[src/rtl/uart_pkg.sv]
// uart_pkg: shared UART constants, tx state encodings and a small helper
package uart_pkg;
  localparam logic [1:0] ST_IDLE = 2'd0;
  localparam logic [1:0] ST_START = 2'd1;
  localparam logic [1:0] ST_DATA = 2'd2;
  localparam logic [1:0] ST_STOP = 2'd3;
  typedef enum logic [1:0] {
    IDLE = ST_IDLE,
    START = ST_START,
    DATA = ST_DATA,
    STOP = ST_STOP
  } tx_state_e;
  localparam int OS_TICK = 16;
  localparam int N_BITS_DEF = 8;
  localparam int N_COUNT = 163;
  function automatic int max2(input int a, input int b);
    return a > b ? a : b;
  endfunction
endpackage

[src/rtl/uart_tx.sv]
// uart_tx: tick-paced UART transmitter, 1 start bit, N_BITS data LSB first, stop
//   clock        system clock
//   reset        synchronous active-high reset
//   tick         oversampling strobe from the shared baud generator
//   tx_start     send request, sampled only in IDLE
//   din          word to send, captured on acceptance
//   tx           registered serial line, idle high
//   tx_busy      high from the cycle after acceptance until back in IDLE
//   tx_done_tick one-clock pulse in the first IDLE cycle after the stop bit
module uart_tx #(
  parameter int N_BITS = uart_pkg::N_BITS_DEF,
  parameter int SB_TICK = 16,
  parameter int OS_TICK = uart_pkg::OS_TICK
) (
  input  logic              clock,
  input  logic              reset,
  input  logic              tick,
  input  logic              tx_start,
  input  logic [N_BITS-1:0] din,
  output logic              tx,
  output logic              tx_busy,
  output logic              tx_done_tick
);
  import uart_pkg::*;
  localparam int SW = $clog2(max2(OS_TICK, SB_TICK));
  localparam int NW = N_BITS > 1 ? $clog2(N_BITS) : 1;
  tx_state_e         state_q, state_d;
  logic [SW-1:0]     s_cnt_q, s_cnt_d;
  logic [NW-1:0]     n_cnt_q, n_cnt_d;
  logic [N_BITS-1:0] shreg_q, shreg_d;
  logic              tx_q, tx_d, busy_q, done_q, done_d;
  logic              os_end, sb_end;
  assign os_end = tick && s_cnt_q == SW'(OS_TICK - 1);
  assign sb_end = tick && s_cnt_q == SW'(SB_TICK - 1);
  always_comb begin
    state_d = state_q;
    s_cnt_d = s_cnt_q;
    n_cnt_d = n_cnt_q;
    shreg_d = shreg_q;
    done_d = 1'b0;
    case (state_q)
      IDLE:
        if (tx_start) begin
          shreg_d = din;
          s_cnt_d = '0;
          state_d = START;
        end
      START:
        if (tick) begin
          s_cnt_d = os_end ? '0 : s_cnt_q + 1'b1;
          if (os_end) begin
            n_cnt_d = '0;
            state_d = DATA;
          end
        end
      DATA:
        if (tick) begin
          s_cnt_d = os_end ? '0 : s_cnt_q + 1'b1;
          if (os_end) begin
            shreg_d = shreg_q >> 1;
            n_cnt_d = n_cnt_q == NW'(N_BITS - 1) ? n_cnt_q : n_cnt_q + 1'b1;
            state_d = n_cnt_q == NW'(N_BITS - 1) ? STOP : DATA;
          end
        end
      STOP:
        if (tick) begin
          s_cnt_d = sb_end ? '0 : s_cnt_q + 1'b1;
          state_d = sb_end ? IDLE : STOP;
          done_d = sb_end;
        end
      default: state_d = IDLE;
    endcase
  end
  // line decoded from the next state so it moves with the state register
  assign tx_d = state_d == START ? 1'b0 : state_d == DATA ? shreg_d[0] : 1'b1;
  always_ff @(posedge clock) begin
    if (reset) begin
      state_q <= IDLE;
      s_cnt_q <= '0;
      n_cnt_q <= '0;
      shreg_q <= '0;
      tx_q <= 1'b1;
      busy_q <= 1'b0;
      done_q <= 1'b0;
    end else begin
      state_q <= state_d;
      s_cnt_q <= s_cnt_d;
      n_cnt_q <= n_cnt_d;
      shreg_q <= shreg_d;
      tx_q <= tx_d;
      busy_q <= state_d != IDLE;
      done_q <= done_d;
    end
  end
  assign tx = tx_q;
  assign tx_busy = busy_q;
  assign tx_done_tick = done_q;
endmodule
[config.mk]
export PLATFORM = sky130hd
export DESIGN_NAME = uart_tx
export DESIGN_NICKNAME = d
export VERILOG_FILES = /design/src/rtl/uart_pkg.sv /design/src/rtl/uart_tx.sv
export SDC_FILE = /design/constraint.sdc
export NUM_CORES = 1
export LEC_CHECK = 0
export CAP_MARGIN = 20
export CORE_ASPECT_RATIO = 0.9
export CORE_MARGIN = 1
export CORE_UTILIZATION = 54
export CTS_BUF_LIST = sky130_fd_sc_hd__clkbuf_4 sky130_fd_sc_hd__clkbuf_8
export CTS_CLUSTER_SIZE = 40
export DETAILED_ROUTE_END_ITERATION = 7
export GPL_ROUTABILITY_DRIVEN = 1
export PLACE_DENSITY = 0.8
export SLEW_MARGIN = 5
export SYNTH_ARGS = -nofsm -noshare
export SYNTH_HDL_FRONTEND = slang
export SYNTH_SLANG_ARGS = --single-unit
[constraint.sdc]
create_clock -name clock -period 1.8 [get_ports clock]
set_input_delay 0.18 -clock clock [delete_from_list [all_inputs] [get_ports clock]]
set_output_delay 0.18 -clock clock [all_outputs]
set_load 0.005 [all_outputs]
==> flow_metrics.py <==
metrics = {
    "status": {
        "status": "finished clean",
    },
    "synth": {
        "synth_async_sr_flop_share_pct": 0,
        "synth.cell_area_um2": 941,
        "synth_edf_count": 0,
        "synth_area_leaders": "dfxtp_1 43%, a21oi_1 6.4%, a22oi_1 6.4%",
        "syn_nets": 121,
        "yosys_register_bits": 20,
        "yosys-top-cells-count": "20 x dfxtp_1, 12 x a21oi_1, 11 x nand2_1, 11 x nor2_1, 8 x a22oi_1",
        "synth_top_area_share_pct": 42.6,
        "syn_inst": 106,
        "yosys_warnings": 0,
        "synth.most_common_cell": "dfxtp_1",
        "ys_types": 36,
        "synth_area_leader_cell": "dfxtp_1",
        "ys.flop_type": "dfxtp_1",
        "ys_seq_area_share_pct": 42.6,
        "syn_area_per_cell_um2": 8.88,
    },
    "drt": {
        "num_vias": 810,
        "wl_per_cell_um": 12.9,
        "ant_nets": 0,
        "drt_iter0_markers": 15,
        "firstDrtPassIters": 4,
        "wirelength_mm": 1.84,
        "via_per_inst": 5.66,
        "drc": 0,
    },
    "layout": {
        "fin_util_pct": 73.6,
        "nets": 138,
        "area_growth_pct": 19.5,
        "layout-drive-gt1-share_pct": 9.92,
        "num_antenna_cells": 0,
    },
    "power_and_ir_drop": {
        "power_leakage_nw": 0.433,
        "netSwitchingFraction_pct": 23.3,
        "power.density_nw_per_um2": 685,
        "clockPowerShare_pct": 26.4,
        "share_comb_of_total_power_pct": 12.4,
        "power.switching_mw": 0.179,
        "seqPwrFrac_pct": 61.2,
        "p_int_mw": 0.591,
        "irDropWorstVdd_uv": 456,
    },
    "timing": {
        "skew_ns": 0.00333,
        "fin_crit_sh_pct": 91.6,
        "worst_pin_slew_ns": 0.408,
        "setup_viol": 0,
        "finalCriticalPeriod_ns": 1.65,
        "maxSlewViolCount": 0,
        "max_freq_mhz": 606,
        "slew_headroom_pct": 72.7,
        "hold_viol": 0,
        "finalSetupTns_ns": 0,
        "grt_setup_unrepaired": "no",
    },
    "job": {
        "maxCapViolCount": 0,
    },
    "global_route": {
        "grt_pass1_vias": 710,
        "antenna_found_initial": 0,
        "grt_max_degree": 14,
        "track_usage_pct": 21.1,
        "grt_pass1_wl_mm": 3.01,
        "grt-ovfl-total": 0,
    },
    "place": {
        "io_buffers": 14,
        "dp_hpwl_mm": 1.33,
        "gp_congestion": 0.767,
    },
    "die": {
        "start_util_pct": 61.5,
        "coreArea_um2": 1530,
        "row_count": 13,
        "die_w_um": 46,
        "io_pins": 15,
        "die_h_um": 41.6,
        "die_area_um2": 1910,
    },
    "clocking": {
        "cts-root-buf": "clkbuf_4",
        "worstSkewPairLatency_ns": 0.29,
        "cts_tree": "yes",
        "cts_resized": 0,
        "post_cts.repair.setup_buffers": 0,
        "clkTransAtPathRegs_ns": 0.10,
        "cts_buffer_depth": 2,
        "h-tree-depth": 1,
        "hold_buffers": 0,
        "clock_sinks": 20,
        "numCtsBuffers": 3,
    },
    "setup_path": {
        "cpMaxStageDelayCell": "dfxtp_1",
        "worstSetupStartpoint": "s_cnt_q[0]",
        "worstPathBufferInverterCount": 0,
        "r2r_start": "s_cnt_q[0]",
        "crit_fanout": 13,
        "cp_cell_sequence": "ha_1, and4_4, and2_1, or3_1, a21o_1",
        "endpoint_kind": "flop",
        "worst_path_dominant_cell_family": "simple AND/OR/NAND/NOR gates",
        "path_class": "reg2reg",
        "cp.arrival_ns": 1.85,
        "start_kind": "flop",
        "worstPathRequired_ns": 2.00,
        "crit_path_max_incr_delay_ns": 0.35,
    },
    "hold_path": {
        "hold_start": "n_cnt_q[2]",
        "min_path_type": "reg2reg",
    },
}
## final cells by class
type / count / area [µm²]
flip-flops and latches: 20 / 400
well taps: 22 / 27.5
clock buffers: 3 / 22.5
repair buffers: 19 / 178
inverters: 1 / 3.75
multi-input cells: 78 / 493
fillers: 131 / 404
## power groups by stage
stage	clock network [mW]	registers [mW]	logic, mW
finish	0.203	0.471	0.0958
global route	0.232	0.473	0.105
CTS	0.215	0.471	0.0947
detailed placement	0	0.481	0.0944
global placement	0	0.481	0.0923
floorplan	0	0.476	0.0534
## worst min-delay path: cells and delay by family (launching register included)
kind / cells / cell delay (ns)
AO/OA/AOI/OAI: 1 / 0.05
flip-flops: 1 / 0.33
AND/OR/NAND/NOR: 1 / 0.05
## placed cells by master, fill, tap and decap left out, drive strengths merged, types with 2 or more instances in the layout
cell type | synthesis | layout
clkbuf | 2 | 3
clkdlybuf4s50 | 0 | 14
dfxtp | 20 | 20
nor2b | 3 | 3
nand2 | 11 | 11
o2111ai | 2 | 2
and2 | 2 | 2
a22oi | 8 | 8
o21ai | 3 | 3
nor3b | 2 | 2
buf | 5 | 5
a21o | 2 | 2
nor2 | 11 | 11
a21oi | 13 | 13
ha | 3 | 3
nor3 | 4 | 4
## per-layer routing
metal	vias to the layer above	part of all wire, %	track usage [%]
li1	418	-	-
met1	375	49	26.2
met2	15	47	34.6
met3	2	3.4	6.52
met4	0	0.92	5.29
met5	-	0	0
## flip-flops by register name, summed over array words and instances (netlist names)
| register | cells |
|---|---|
| state_q | 2 |
| s_cnt_q | 4 |
| tx_done_tick | 1 |
| tx | 1 |
| tx_busy | 1 |
| n_cnt_q | 3 |
| shreg_q | 8 |
## final timing paths
path	to	slack (ns)	depth (start not counted)
max reg2reg	tx	0.15	5
min reg2reg	n_cnt_q[2]	0.46	2
min	n_cnt_q[2]	0.46	2
max	tx	0.15	5
## through the flow
step / instances / setup slack (ns) / total power, mW / instance area (µm²) / hold WS, ns
5_1_grt: 143 / 0.0461 / 0.810 / 1120 / 0.488
4_1_cts: 143 / 0.147 / 0.781 / 1120 / 0.466
3_5_place_dp: 140 / 0.0666 / 0.576 / 1100 / 0.451
3_3_place_gp: 140 / 0.114 / 0.573 / 1100 / 0.445
6_report: 143 / 0.150 / 0.771 / 1120 / 0.464
2_1_floorplan: 106 / 0.200 / 0.529 / 941 / 0.269
## logic make-up after synthesis
| logic type | share of synthesized area [%] |
|---|---|
| and+or+nand+nor | 21.3 |
| AOI/OAI and AO/OA | 24.2 |
| DFF | 42.6 |
| buffers and inverters | 5.05 |
| adders and majority gates | 3.99 |
| xor gates and xnor gates | 1.86 |
| muxes | 1.06 |
No activity file was read; power rests on OpenSTA's default activity.
